==> src/rtl/bubble_load_scheduler_pkg.sv <==
// ============================================================================
// Module      : bubble_load_scheduler_pkg
// Description : Shared FSM encoding, load-kind constants and default widths.
// Revision    : 1.0 - initial release
// ============================================================================
`default_nettype none

package bubble_load_scheduler_pkg;

    localparam int C_DEF_PAGE_WIDTH  = 12;
    localparam int C_DEF_IMAGE_WIDTH = 3;

    localparam logic C_KIND_BOOT = 1'b1;
    localparam logic C_KIND_PAGE = 1'b0;

    typedef enum logic [1:0] {
        ST_IDLE  = 2'd0,
        ST_ISSUE = 2'd1,
        ST_WAIT  = 2'd2,
        ST_DONE  = 2'd3
    } state_t;

endpackage

`default_nettype wire

==> src/rtl/bubble_load_scheduler_if.sv <==
// ============================================================================
// Module      : bubble_load_scheduler_if
// Description : Request, SPI-loader command and buffer-status signal bundle.
// Revision    : 1.0 - initial release
// ============================================================================
`default_nettype none

interface bubble_load_scheduler_if
    import bubble_load_scheduler_pkg::*;
#(
    parameter int PAGE_WIDTH  = C_DEF_PAGE_WIDTH,
    parameter int IMAGE_WIDTH = C_DEF_IMAGE_WIDTH
) ();

    logic [IMAGE_WIDTH-1:0] image_number;
    logic                   boot_req;
    logic                   page_req;
    logic [PAGE_WIDTH-1:0]  page_number;
    logic                   loader_done;
    logic                   load_bootloader;
    logic                   load_page;
    logic [PAGE_WIDTH-1:0]  load_page_number;
    logic                   buffer_valid;
    logic                   buffer_is_boot;
    logic [PAGE_WIDTH-1:0]  buffer_page;
    logic                   busy;
    logic                   hit;
    logic                   timeout_error;

    modport master (
        output image_number, boot_req, page_req, page_number, loader_done,
        input  load_bootloader, load_page, load_page_number, buffer_valid,
               buffer_is_boot, buffer_page, busy, hit, timeout_error
    );

    modport slave (
        input  image_number, boot_req, page_req, page_number, loader_done,
        output load_bootloader, load_page, load_page_number, buffer_valid,
               buffer_is_boot, buffer_page, busy, hit, timeout_error
    );

endinterface

`default_nettype wire

==> src/rtl/bubble_load_scheduler_timeout.sv <==
// ============================================================================
// Module      : load_timeout_counter
// Description : Clearable up-counter flagging the cycle it reaches the limit.
// Revision    : 1.0 - initial release
// ============================================================================
`default_nettype none

module load_timeout_counter
    import bubble_load_scheduler_pkg::*;
#(
    parameter int TIMEOUT_CYCLES = 65535,
    parameter int TIMEOUT_WIDTH  = 16
) (
    input  wire logic clk,
    input  wire logic rst,
    input  wire logic i_clear,
    input  wire logic i_enable,
    output logic      o_terminal
);

    localparam logic [TIMEOUT_WIDTH-1:0] C_LAST = TIMEOUT_WIDTH'(TIMEOUT_CYCLES - 1);

    logic [TIMEOUT_WIDTH-1:0] r_count;

    always_ff @(posedge clk) begin
        if (rst || i_clear) begin
            r_count <= '0;
        end else if (i_enable) begin
            r_count <= r_count + TIMEOUT_WIDTH'(1);
        end
    end

    // Flags the enabled cycle whose increment makes the count reach the limit.
    assign o_terminal = i_enable && (r_count == C_LAST);

endmodule

`default_nettype wire

==> src/rtl/bubble_load_scheduler.sv <==
// ============================================================================
// Module      : bubble_load_scheduler
// Description : Arbitrates boot/page load requests to the SPI loader, tags the
//               page buffer and suppresses redundant page loads.
// Revision    : 1.0 - initial release
// ============================================================================
`default_nettype none

module bubble_load_scheduler
    import bubble_load_scheduler_pkg::*;
#(
    parameter int PAGE_WIDTH     = C_DEF_PAGE_WIDTH,
    parameter int IMAGE_WIDTH    = C_DEF_IMAGE_WIDTH,
    parameter int TIMEOUT_CYCLES = 65535,
    parameter int TIMEOUT_WIDTH  = 16
) (
    input  wire logic                master_clock,
    input  wire logic                reset,
    bubble_load_scheduler_if.slave   bus
);

    state_t                  r_state;
    state_t                  w_next_state;
    logic                    r_boot_pend;
    logic                    r_page_pend;
    logic [PAGE_WIDTH-1:0]   r_pend_page;
    logic                    r_kind;
    logic [IMAGE_WIDTH-1:0]  r_image;
    logic                    r_image_dirty;
    logic                    w_hit;
    logic                    w_image_change;
    logic                    w_start_boot;
    logic                    w_start_page;
    logic                    w_timeout;

    assign w_image_change = (bus.image_number != r_image);
    assign w_hit          = bus.page_req && bus.buffer_valid && !bus.buffer_is_boot &&
                            (bus.buffer_page == bus.page_number) &&
                            (r_state == ST_IDLE) && !r_boot_pend;
    assign w_start_boot   = (r_state == ST_IDLE) && r_boot_pend;
    assign w_start_page   = (r_state == ST_IDLE) && !r_boot_pend && r_page_pend;
    assign bus.busy       = (r_state == ST_ISSUE) || (r_state == ST_WAIT);

    load_timeout_counter #(
        .TIMEOUT_CYCLES (TIMEOUT_CYCLES),
        .TIMEOUT_WIDTH  (TIMEOUT_WIDTH)
    ) u_timeout (
        .clk        (master_clock),
        .rst        (reset),
        .i_clear    (r_state == ST_ISSUE),
        .i_enable   (r_state == ST_WAIT),
        .o_terminal (w_timeout)
    );

    always_ff @(posedge master_clock) begin
        if (reset) begin
            r_state <= ST_IDLE;
        end else begin
            r_state <= w_next_state;
        end
    end

    always_comb begin
        w_next_state = r_state;
        case (r_state)
            ST_IDLE:  if (r_boot_pend || r_page_pend) w_next_state = ST_ISSUE;
            ST_ISSUE: w_next_state = ST_WAIT;
            ST_WAIT: begin
                // A completion arriving on the timeout cycle still counts.
                if (bus.loader_done)    w_next_state = ST_DONE;
                else if (w_timeout)     w_next_state = ST_IDLE;
            end
            ST_DONE:  w_next_state = ST_IDLE;
            default:  w_next_state = ST_IDLE;
        endcase
    end

    always_ff @(posedge master_clock) begin
        if (reset) begin
            r_boot_pend          <= 1'b0;
            r_page_pend          <= 1'b0;
            r_pend_page          <= '0;
            r_kind               <= C_KIND_PAGE;
            r_image              <= '0;
            r_image_dirty        <= 1'b0;
            bus.load_bootloader  <= 1'b0;
            bus.load_page        <= 1'b0;
            bus.load_page_number <= '0;
            bus.buffer_valid     <= 1'b0;
            bus.buffer_is_boot   <= 1'b0;
            bus.buffer_page      <= '0;
            bus.hit              <= 1'b0;
            bus.timeout_error    <= 1'b0;
        end else begin
            r_image             <= bus.image_number;
            r_boot_pend         <= bus.boot_req || (r_boot_pend && !w_start_boot);
            r_page_pend         <= (bus.page_req && !w_hit) || (r_page_pend && !w_start_page);
            if (bus.page_req && !w_hit) begin
                r_pend_page <= bus.page_number;
            end
            bus.hit             <= w_hit;
            bus.load_bootloader <= w_start_boot;
            bus.load_page       <= w_start_page;

            if (w_start_boot) begin
                r_kind               <= C_KIND_BOOT;
                bus.load_page_number <= '0;
            end else if (w_start_page) begin
                r_kind               <= C_KIND_PAGE;
                bus.load_page_number <= r_pend_page;
            end

            // Remembers an image switch that happened while a load was in flight.
            if (r_state == ST_IDLE) begin
                r_image_dirty <= 1'b0;
            end else if (w_image_change) begin
                r_image_dirty <= 1'b1;
            end

            if (r_state == ST_DONE) begin
                bus.buffer_valid   <= !(r_image_dirty || w_image_change);
                bus.buffer_is_boot <= r_kind;
                bus.buffer_page    <= (r_kind == C_KIND_BOOT) ? '0 : bus.load_page_number;
                bus.timeout_error  <= 1'b0;
            end else if (w_image_change || w_start_boot || w_start_page) begin
                bus.buffer_valid   <= 1'b0;
            end

            if ((r_state == ST_WAIT) && !bus.loader_done && w_timeout) begin
                bus.timeout_error <= 1'b1;
            end
        end
    end

endmodule

`default_nettype wire

==> src/flat_wrapper.sv <==
// flat-port wrapper written by rule: the top's interface ports become plain ports
module bubble_load_scheduler_flat import bubble_load_scheduler_pkg::*;
#(
    parameter int PAGE_WIDTH     = C_DEF_PAGE_WIDTH,
    parameter int IMAGE_WIDTH    = C_DEF_IMAGE_WIDTH,
    parameter int TIMEOUT_CYCLES = 65535,
    parameter int TIMEOUT_WIDTH  = 16
)
  (master_clock, reset, bus_image_number, bus_boot_req, bus_page_req, bus_page_number, bus_loader_done, bus_load_bootloader, bus_load_page, bus_load_page_number, bus_buffer_valid, bus_buffer_is_boot, bus_buffer_page, bus_busy, bus_hit, bus_timeout_error);
  bubble_load_scheduler_if #(.PAGE_WIDTH(PAGE_WIDTH), .IMAGE_WIDTH(IMAGE_WIDTH)) bus_i ();
  input  wire logic master_clock;
  input  wire logic reset;
  input wire logic [$bits(bus_i.image_number)-1:0] bus_image_number;
  input wire logic [$bits(bus_i.boot_req)-1:0] bus_boot_req;
  input wire logic [$bits(bus_i.page_req)-1:0] bus_page_req;
  input wire logic [$bits(bus_i.page_number)-1:0] bus_page_number;
  input wire logic [$bits(bus_i.loader_done)-1:0] bus_loader_done;
  output wire logic [$bits(bus_i.load_bootloader)-1:0] bus_load_bootloader;
  output wire logic [$bits(bus_i.load_page)-1:0] bus_load_page;
  output wire logic [$bits(bus_i.load_page_number)-1:0] bus_load_page_number;
  output wire logic [$bits(bus_i.buffer_valid)-1:0] bus_buffer_valid;
  output wire logic [$bits(bus_i.buffer_is_boot)-1:0] bus_buffer_is_boot;
  output wire logic [$bits(bus_i.buffer_page)-1:0] bus_buffer_page;
  output wire logic [$bits(bus_i.busy)-1:0] bus_busy;
  output wire logic [$bits(bus_i.hit)-1:0] bus_hit;
  output wire logic [$bits(bus_i.timeout_error)-1:0] bus_timeout_error;
  assign bus_i.image_number = bus_image_number;
  assign bus_i.boot_req = bus_boot_req;
  assign bus_i.page_req = bus_page_req;
  assign bus_i.page_number = bus_page_number;
  assign bus_i.loader_done = bus_loader_done;
  assign bus_load_bootloader = bus_i.load_bootloader;
  assign bus_load_page = bus_i.load_page;
  assign bus_load_page_number = bus_i.load_page_number;
  assign bus_buffer_valid = bus_i.buffer_valid;
  assign bus_buffer_is_boot = bus_i.buffer_is_boot;
  assign bus_buffer_page = bus_i.buffer_page;
  assign bus_busy = bus_i.busy;
  assign bus_hit = bus_i.hit;
  assign bus_timeout_error = bus_i.timeout_error;
  bubble_load_scheduler #(.PAGE_WIDTH(PAGE_WIDTH), .IMAGE_WIDTH(IMAGE_WIDTH), .TIMEOUT_CYCLES(TIMEOUT_CYCLES), .TIMEOUT_WIDTH(TIMEOUT_WIDTH)) u_core (.master_clock(master_clock), .reset(reset), .bus(bus_i));
endmodule
==> config.mk <==
export PLATFORM = sky130hd
export DESIGN_NAME = bubble_load_scheduler_flat
export DESIGN_NICKNAME = d
export VERILOG_FILES = /design/src/rtl/bubble_load_scheduler_pkg.sv /design/src/rtl/bubble_load_scheduler_if.sv /design/src/rtl/bubble_load_scheduler_timeout.sv /design/src/rtl/bubble_load_scheduler.sv /design/src/flat_wrapper.sv
export SDC_FILE = /design/constraint.sdc
export NUM_CORES = 1
export LEC_CHECK = 0
export CAP_MARGIN = 20
export CORE_ASPECT_RATIO = 1.5
export CORE_UTILIZATION = 35
export DETAILED_ROUTE_END_ITERATION = 10
export GPL_TIMING_DRIVEN = 1
export PLACE_DENSITY_LB_ADDON = 0.2
export SLEW_MARGIN = 25
export SYNTH_ARGS = -nofsm -noshare
export SYNTH_HDL_FRONTEND = slang
export SYNTH_SLANG_ARGS = --single-unit
export TNS_END_PERCENT = 50
==> constraint.sdc <==
create_clock -name master_clock -period 1.8 [get_ports master_clock]
set_input_delay 0.27 -clock master_clock [delete_from_list [all_inputs] [get_ports master_clock]]
set_output_delay 0.27 -clock master_clock [all_outputs]
set_load 0.02 [all_outputs]
## Yosys cells after proc, flatten, opt, wreduce, memory -nomap -nowiden

Cells that the tools add are included.

| word-level totals | value |
|---|---|
| register bits | 67 |
| input port bits | 20 |
| output and inout port bits | 31 |
| logic and storage cells | 72 |

| operators by class | value |
|---|---|
| $add $sub $neg | 1 |
| equal/unequal tests | 8 |
| mux-type cells | 11 |
| reductions and logical operators | 36 |

Operators with widths:

| operator | count |
|---|---|
| adder 16 x 1 -> 16 bit, second input constant | 1 |
| equality test 16 bit, second input constant | 1 |
| logical AND 1 bit | 14 |
| equality test 12 bit | 1 |
| 2-to-1 mux 12 bit | 1 |
| logical OR 1 bit | 8 |
| case mux 2 bit (4 select lines) | 1 |
| logical NOT 1 bit | 7 |
| 2-to-1 mux 1 bit | 6 |
| 2-to-1 mux 2 bit | 3 |
| nonzero test 2 bit | 3 |
| equality test 2 bit, second input constant | 2 |
| OR reduction 2 bit | 2 |
| != test 3 x 2 -> 1 bit, second input constant | 1 |
| != test 3 bit | 1 |
| equality test 2 x 1 -> 1 bit, second input constant | 1 |
| logical NOT 2 bit | 1 |
| != test 2 bit, second input constant | 1 |
| AND reduction 2 bit | 1 |

## Longest topological paths before layout

Gate-level depths: netlist (run 1).

| depth | value |
|---|---|
| depth in word-level cells | 8 |
| depth in mapped cells | 7 |
| gate-level depth less buffers | 6 |

## Hierarchy

From an unflattened synthesis (run 1), not the netlist that was laid out.

| unflattened totals | value |
|---|---|
| cell total of the unflattened synthesis | 334 |
| area total of the unflattened synthesis | 3044.2 µm² |

Modules (own cells, without submodules):

| module | times used | cells an instance | area an instance (µm²) | sequential area each (µm²) |
|---|---|---|---|---|
| bubble_load_scheduler | 1 | 241 | 2228.4 | 1021.0 |
| load_timeout_counter | 1 | 93 | 815.8 | 320.3 |

## Worst setup path before layout (run 1)

No wires, ideal clock.

| path | value |
|---|---|
| path type | register to register |
| start | register u_core.r_state[0] |
| end | register u_core.r_pend_page[10] |
| library setup time | 0.121 ns |
| data arrival time | 1.571 ns |
| required time | 1.679 ns |
| path slack | 0.108 ns |
| cell stages (with the launch flop) | 8 |
| path buffers | 1 |
| period minus slack after synthesis | 1.692 ns |
| cells stage by stage | dfxtp_1 inv_1 ha_1 nand2b_1 nor3_1 a41oi_2 buf_4 mux2i_1 |

| on the way | value |
|---|---|
| longest elaborated chain between the ends | 5 |

RTL lines:

| item | RTL line | text |
|---|---|---|
| start, declared | bubble_load_scheduler.sv:22 | `state_t r_state;` |
| start signal, assigned | bubble_load_scheduler.sv:59 | `r_state <= w_next_state;` |
| logical NOT 2 bit | bubble_load_scheduler.sv:39 | `(r_state == ST_IDLE) && !r_boot_pend;` |
| logical AND 1 bit | bubble_load_scheduler.sv:38 | `(bus.buffer_page == bus.page_number) &&` |
| logical AND 1 bit | bubble_load_scheduler.sv:39 |  |
| logical NOT 1 bit | bubble_load_scheduler.sv:98 | `if (bus.page_req && !w_hit) begin` |
| logical AND 1 bit | bubble_load_scheduler.sv:98 |  |
| end signal, assigned | bubble_load_scheduler.sv:99 | `r_pend_page <= bus.page_number;` |
| end, declared | bubble_load_scheduler.sv:26 | `logic [PAGE_WIDTH-1:0] r_pend_page;` |

Every way passes these cells.
A chain may end at the register's enable or synchronous reset.

## Worst setup path after layout (run 1)

| path | value |
|---|---|
| start | register u_core.r_state[1] |
| end | output port bus_busy |

| on the way | value |
|---|---|
| longest elaborated chain between the ends | 2 |
| elaborated cells on any way between the ends | 3 |
| those cells by class | 2 x eq/ne; 1 x reduce/logical |

RTL lines:

| item | RTL line | text |
|---|---|---|
| equality test 2 x 1 -> 1 bit or equality test 2 bit (tied branches) | bubble_load_scheduler.sv:42 | `assign bus.busy = (r_state == ST_ISSUE) \|\| (r_state == ST_WAIT);` |
| logical OR 1 bit (*) | bubble_load_scheduler.sv:42 |  |
| end, declared | flat_wrapper.sv:24 | `output wire logic [$bits(bus_i.busy)-1:0] bus_busy;` |

Mark *: on every way between the ends. The rest lies on a longest branch, timed or not.

==> results of run 1 <==
-- path summary, 6_finish.rpt --
kind,start,end,slack (ns),cells past startpoint
setup / recovery,u_core.r_state[1]$_SDFFE_PP0P_,bus_busy,0.09,3
hold / removal,u_core.r_pend_page[4]$_SDFFE_PP0P_,u_core.bus.load_page_number[4]$_SDFFE_PP0P_,0.45,2
setup reg to reg,u_core.r_state[0]$_SDFFE_PP0P_,u_core.r_pend_page[2]$_SDFFE_PP0P_,0.12,7
hold reg to reg,u_core.r_pend_page[4]$_SDFFE_PP0P_,u_core.bus.load_page_number[4]$_SDFFE_PP0P_,0.45,2
-- Yosys cell counts (2+ instances only) --
cell / number / area (µm²)
xor2_1: 15 / 131
nand2b_1: 38 / 238
a21oi_1: 31 / 155
nand4_1: 4 / 25.0
o21a_1: 2 / 15.0
nor2_1: 21 / 78.8
nand2_1: 35 / 131
nand3b_1: 13 / 97.6
mux2i_1: 13 / 130
clkbuf_1: 14 / 52.6
xnor2_1: 12 / 105
nor4_1: 4 / 25.0
ha_1: 6 / 75.1
buf_4: 2 / 15.0
inv_1: 11 / 41.3
nor2b_1: 3 / 18.8
nor4_2: 4 / 50.1
or3_1: 6 / 37.5
nand3_1: 5 / 25.0
o21ai_0: 4 / 20.0
or2_2: 2 / 12.5
dfxtp_1: 67 / 1340
a211oi_1: 2 / 15.0
nor3_1: 7 / 35.0
buf_1: 2 / 7.51
-- what timing repair did --
item | in CTS | in global routing
hold buffers | 0 | 0
setup endpoints to repair | 1 | 20
resized for setup | 1 | 6
-- report_power, final --
group | total, mW | switching [mW] | internal (mW)
clock network | 1.67 | 0.622 | 1.05
logic | 0.725 | 0.390 | 0.335
registers | 1.64 | 0.0762 | 1.56
total | 4.04 | 1.09 | 2.95
-- state kept, by name (all words and copies together), names as in the netlist, 2 cells and up --
name / cells
u_core.bus.buffer_page: 12
u_core.bus.load_page_number: 12
u_core.r_image: 3
u_core.r_pend_page: 12
u_core.r_state: 2
u_core.u_timeout.r_count: 16
-- layer usage --
metal / global-route usage / vias up / part of all wire
li1: - / 1235 / -
met1: 0.183 / 1108 / 0.43
met2: 0.301 / 42 / 0.51
met3: 0.0413 / 12 / 0.033
met4: 0.0818 / 0 / 0.020
met5: 0 / - / 0
-- layout make-up --
class                           instances  area (µm²)  area share
Multi-Input combinational cell        236        1550       0.385
Sequential cell                        67        1340       0.334
Timing Repair Buffer                   69         672       0.167
Clock buffer                            9         225      0.0561
Tap cell                              105         131      0.0327
Clock inverter                          6        57.6      0.0143
Inverter                               11        41.3      0.0103
-- cells by family (layout without fill, tap and decap cells) --
| logic type | after synthesis | count (layout) | share of synthesized area |
|---|---|---|---|
| AO/OA/AOI/OAI | 45 | 45 | 0.0887 |
| XOR/XNOR | 27 | 27 | 0.0794 |
| adder cells (fa/ha/maj) | 6 | 6 | 0.0252 |
| buffers and inverters | 29 | 95 | 0.0391 |
| flip-flops | 67 | 67 | 0.450 |
| multiplexers | 13 | 13 | 0.0437 |
| AND/OR/NAND/NOR | 145 | 145 | 0.274 |
-- critical path: cells and delay by family (launching register included) --
kind                       cells  cell delay [ns]
buffers and inverters          2             0.41
DFF                            1             0.40
adders and majority gates      1             0.30
-- through the flow --
step	area, µm²	utilization	instances	setup TNS (ns)
after floorplan	2980	-	332	0
final	4020	0.495	503	0
after CTS	3980	0.491	503	0
after global routing	4020	0.495	503	-0.0864
after detailed placement	3700	0.457	488	-1.56
after global placement	3700	0.457	488	-1.17
==> out/metrics.csv, run 1 <==
stage;metric;value;unit
clock_tree;Clock Path Buffers;2;
finish;Nets;420;
yosys;async set-reset flop share out of synthesis;0;
yosys;post-synth cell types;34;
yosys;synth warn;0;
power;worst vdd ir;0.672;mV
yosys;Synth Cell Area;0.00298;mm²
placement;Final GP Congestion;0.721;
critical_path;CP startpoint kind;register;
floorplan;Initial Utilization;0.367;
timing;fmax;0.586;GHz
floorplan;die height;115;µm
power;pwr dens;1010;mW/mm²
timing;final hold vios;0;
clock_tree;post-CTS setup buffers;0;
floorplan;DIE AREA;0.00889;mm²
clock_tree;H-tree depth;3;
critical_path;endpoint type of the worst setup path;primary output;
placement;Post-DP HPWL;4.81;mm
yosys;post-synthesis sequential area ratio;0.450;
finish;layout cell share with drive strength beyond 1;0.116;
drt;vias;2397;
timing;Final Cycle Share;0.948;
floorplan;CORE AREA;0.00811;mm²
timing;Period minus WS final;1.71;ns
hold_path;min-delay worst type;register to register;
global_routing;number of global-route vias before repair;2328;
finish;Antenna diodes;0;
critical_path;worst path cell trace;inv_1 -> ha_1 -> clkdlybuf4s15_1;
critical_path;Crit Path Class;register to primary output;
clock_tree;clock-pin slew on the worst setup and hold paths;0.05;ns
timing;Least-Margin Pin Slew;0.527;ns
critical_path;CP max-delay cell;dfxtp_1;
yosys;Cells after Synth;332;
global_routing;Global Route Usage Sum;0.168;
critical_path;critical path required time;1.53;ns
timing;clk_skew;0.00622;ns
timing;relative slew slack;0.648;
critical_path;Crit path largest cell delay;0.40;ns
drt;drt initial violations;112;
yosys;synthesized flop and latch total;67;
floorplan;Die W;77.3;µm
timing;setup slack after layout;0.0941;ns
placement;pre-CTS setup slack;-0.143;ns
timing;Fin Hold WS;0.455;ns
floorplan;row count;40;
clock_tree;CTS tree;yes;
yosys;Top FF cell, synth;dfxtp_1;
clock_tree;CTS Sinks;67;
floorplan;total I/O pin count;51;
clock_tree;clk root buf;clkbuf_16;
critical_path;crit path max fanout;4;
placement;Port Buffers;50;
critical_path;WP data arrival;1.44;ns
global_routing;initial antenna violation count;0;
finish;Area Overhead vs Synth;34.8;%
global_routing;Overflow after GRT;0;
yosys;syn_nets;358;
yosys;number of synthesized flops with an enable pin;0;
finish;leading cell type in the layout, fill and taps excluded;dfxtp_1;
drt;drt wl/cell;13.6;µm
global_routing;largest net degree at the start of global routing;45;
global_routing;first-pass GRT wire length;11.3;mm
timing;Slew Limit Fails;0;
drt;Via-to-Cell Ratio;4.77;
power;total power;4.04;mW
finish;commonest cells after routing, fill and taps aside;dfxtp_1, clkdlybuf4s50_1, nand2b_1;
timing;final setup fails;0;
clock_tree;Num CTS Buffers;9;
clock_tree;clock latency on the worst-skew pair;0.33;ns
drt;DRC Markers;0;
outcome;status;finished, final reports clean;
finish;Layout fillers;794;
run;maxcap violations;0;
yosys;Post-Syn Area per Cell;8.97;µm²
drt;drt first pass iters;4;
power;Leakage Power;1.46;nW
drt;wirelength, routed;6.84;mm
drt;DRT antenna net count;0;
(Power assumes the default switching activity.)
==> run 2: changes to the inputs <==
--- a/config.mk
+++ b/config.mk
@@ -9,7 +9,6 @@
 export CORE_ASPECT_RATIO = 1.5
 export CORE_UTILIZATION = 35
 export DETAILED_ROUTE_END_ITERATION = 10
-export GPL_TIMING_DRIVEN = 1
 export PLACE_DENSITY_LB_ADDON = 0.2
 export SLEW_MARGIN = 25
 export SYNTH_ARGS = -nofsm -noshare
==> constraint.sdc (replaced) <==
create_clock -name master_clock -period 1.8 [get_ports master_clock]
set_input_delay 0.27 -clock master_clock [delete_from_list [all_inputs] [get_ports master_clock]]
set_output_delay 0.27 -clock master_clock [all_outputs]
set_load 0.05 [all_outputs]
==> out/metrics.csv, run 2 (synthesis gave the netlist of run 1 again) <==
stage;metric;value;unit;change
outcome;status;finished, final reports clean;;
critical_path;flop2flop setup slack;0.07;ns;-0.05 ns
power;Internal Power;3.32;mW;+13%
critical_path;WP data arrival;1.49;ns;+0.05 ns
timing;Period minus WS final;1.76;ns;+0.0519 ns
floorplan;Die W;77.3;µm;unchanged
power;sequential share of power;0.363;;-0.043
finish;Cell Count, Final, Fillers Out;509;;+1.2%
critical_path;Worst R2R End;u_core.r_page_pend$_SDFF_PP0_;;
run;maxcap violations;0;;unchanged
placement;Final GP Congestion;0.725;;+0.60%
floorplan;DIE AREA;0.00889;mm²;unchanged
floorplan;Initial Utilization;0.367;;unchanged
timing;fmax;0.569;GHz;-3.0%
drt;drt first pass iters;4;;unchanged
timing;relative slew slack;0.644;;-0.00393
timing;Slew Limit Fails;0;;unchanged
finish;Area Overhead vs Synth;37.5;%;
finish;Biggest register;u_core.u_timeout.r_count;;
timing;final hold vios;0;;unchanged
clock_tree;CTS tree;yes;;
drt;wirelength, routed;6.78;mm;-0.94%
timing;clk_skew;0.00674;ns;+0.000516 ns
floorplan;row count;40;;unchanged
floorplan;total I/O pin count;51;;unchanged
hold_path;hold path cells;2;;unchanged
finish;Largest register FFs;16;;unchanged
global_routing;largest net degree at the start of global routing;35;;-22%
critical_path;Crit Path Class;register to primary output;;
power;Clock Power Share;0.444;;+0.029
timing;Least-Margin Pin Slew;0.533;ns;+0.00588 ns
placement;Port Buffers;50;;unchanged
power;combinational share of power;0.193;;+0.013
critical_path;CP startpoint kind;register;;
critical_path;critical path required time;1.53;ns;about the same
critical_path;reg2reg start;u_core.r_state[0]$_SDFFE_PP0P_;;
critical_path;crit-path leading delay family;buffers and inverters;;
global_routing;Global Route Usage Sum;0.165;;-0.00290
finish;leading cell type in the layout, fill and taps excluded;dfxtp_1;;
drt;DRC Markers;0;;unchanged
hold_path;min-delay worst type;register to register;;
drt;vias;2419;;+0.92%
global_routing;first-pass GRT wire length;11.2;mm;-1.2%
clock_tree;CTS Sinks;67;;unchanged
hold_path;Hold Path Origin;u_core.r_pend_page[4]$_SDFFE_PP0P_;;
clock_tree;Clock Path Buffers;2;;unchanged
power;sw power;1.20;mW;+9.8%
hold_path;WHS Endpoint;u_core.bus.load_page_number[4]$_SDFFE_PP0P_;;
critical_path;worst path cell trace;clkdlybuf4s50_1;;
finish;commonest cells after routing, fill and taps aside;dfxtp_1, buf_4, nand2b_1;;
finish;Nets;425;;+1.2%
power;Leakage Power;1.65;nW;+13%
finish;Antenna diodes;0;;unchanged
power;pwr dens;1100;mW/mm²;+9.7%
critical_path;CP bufs+invs;1;;-1
critical_path;Worst path depth;1;;-2
clock_tree;clock-pin slew on the worst setup and hold paths;0.06;ns;about the same
drt;drt wl/cell;13.3;µm;-2.1%
finish;Final Instance Area;0.00409;mm²;+2.0%
finish;layout cell share with drive strength beyond 1;0.186;;+0.0701
placement;Post-DP HPWL;4.75;mm;-1.3%
critical_path;cells on worst reg2reg path;9;;+2
finish;final core area utilization;0.505;;+0.00972
floorplan;CORE AREA;0.00811;mm²;unchanged
clock_tree;clk root buf;clkbuf_16;;
critical_path;Crit path largest cell delay;0.81;ns;+0.41 ns
floorplan;die height;115;µm;unchanged
clock_tree;clock latency on the worst-skew pair;0.33;ns;about the same
drt;DRT antenna net count;0;;unchanged
clock_tree;H-tree depth;3;;unchanged
global_routing;initial antenna violation count;0;;unchanged
critical_path;endpoint type of the worst setup path;primary output;;
power;sw frac;0.265;;-0.00510
placement;placed insts;492;;+0.82%
global_routing;Overflow after GRT;0;;unchanged
clock_tree;Num CTS Buffers;9;;unchanged
timing;RSZ-0062 raised after global routing;false;;
timing;final setup fails;0;;unchanged
timing;Final Cycle Share;0.977;;+0.0288
critical_path;crit path max fanout;3;;-1
power;worst vdd ir;0.786;mV;+17%
timing;Fin Hold WS;0.452;ns;-0.00253 ns
placement;Post-DP Area;0.00368;mm²;-0.51%
drt;Via-to-Cell Ratio;4.75;;-0.27%
drt;drt initial violations;122;;+8.9%
critical_path;CP max-delay cell;clkdlybuf4s50_1;;
global_routing;number of global-route vias before repair;2324;;-0.17%
clock_tree;hold buffers post-CTS;0;;unchanged
[run 2: worst max path at each step]
| stage | from | end | slack [ns] |
|---|---|---|---|
| floorplan | u_core.bus.buffer_page[1]$_SDFFE_PP0P_ | u_core.r_pend_page[10]$_SDFFE_PP0P_ | 0.001 |
| global placement | bus_page_number[9] | u_core.r_pend_page[8]$_SDFFE_PP0P_ | -0.11 |
| detailed placement | bus_page_number[9] | u_core.r_pend_page[9]$_SDFFE_PP0P_ | -0.14 |
| CTS | u_core.r_state[0]$_SDFFE_PP0P_ | u_core.r_pend_page[9]$_SDFFE_PP0P_ | -0.02 |
| global route | u_core.bus.load_page_number[6]$_SDFFE_PP0P_ | bus_load_page_number[6] | 0.002 |
| finish | u_core.bus.load_page_number[6]$_SDFFE_PP0P_ | bus_load_page_number[6] | 0.04 |
[run 2: cell type report]
class	instances	area, µm²
clock buffers	10	229
clock inverters	6	114
fillers	780	4010
inverters	11	41.3
multi-input cells	236	1560
flip-flops and latches	67	1350
well taps	105	131
repair buffers	74	678
[run 2: tightest hold or removal path, stage by stage (launching register included)]
cell and delay, ns:
dfxtp_1 0.31, nand2_1 0.05, a21oi_1 0.05
[run 2: timing repair]
item	CTS	global route
endpoints found under the setup margin	8	21
setup buffers	0	1
hold endpoints to repair	0	0
pin swaps	0	1
resized for setup	1	15
[run 2: per-stage QoR]
step	power, mW	TNS [ns]	setup slack, ns
after floorplan	2.16	0	0.00146
after global placement	2.51	-1.19	-0.106
after detailed placement	2.52	-1.60	-0.141
after CTS	4.54	-0.0412	-0.0216
after global routing	4.72	0	0.00171
final	4.52	0	0.0422
[run 2: power by group through the flow]
stage          clock (mW)  sequential [mW]  combinational [mW]
3_3_place_gp            0             1.66               0.846
6_report             2.00             1.64               0.870
4_1_cts              2.04             1.63               0.864
3_5_place_dp            0             1.67               0.858
2_1_floorplan           0             1.69               0.468
5_1_grt              2.12             1.65               0.946
[run 2: per-layer routing]
layer	track usage	share of wire
met1	0.182	0.42
met2	0.297	0.52
met3	0.0365	0.037
met4	0.0792	0.019
met5	0	0
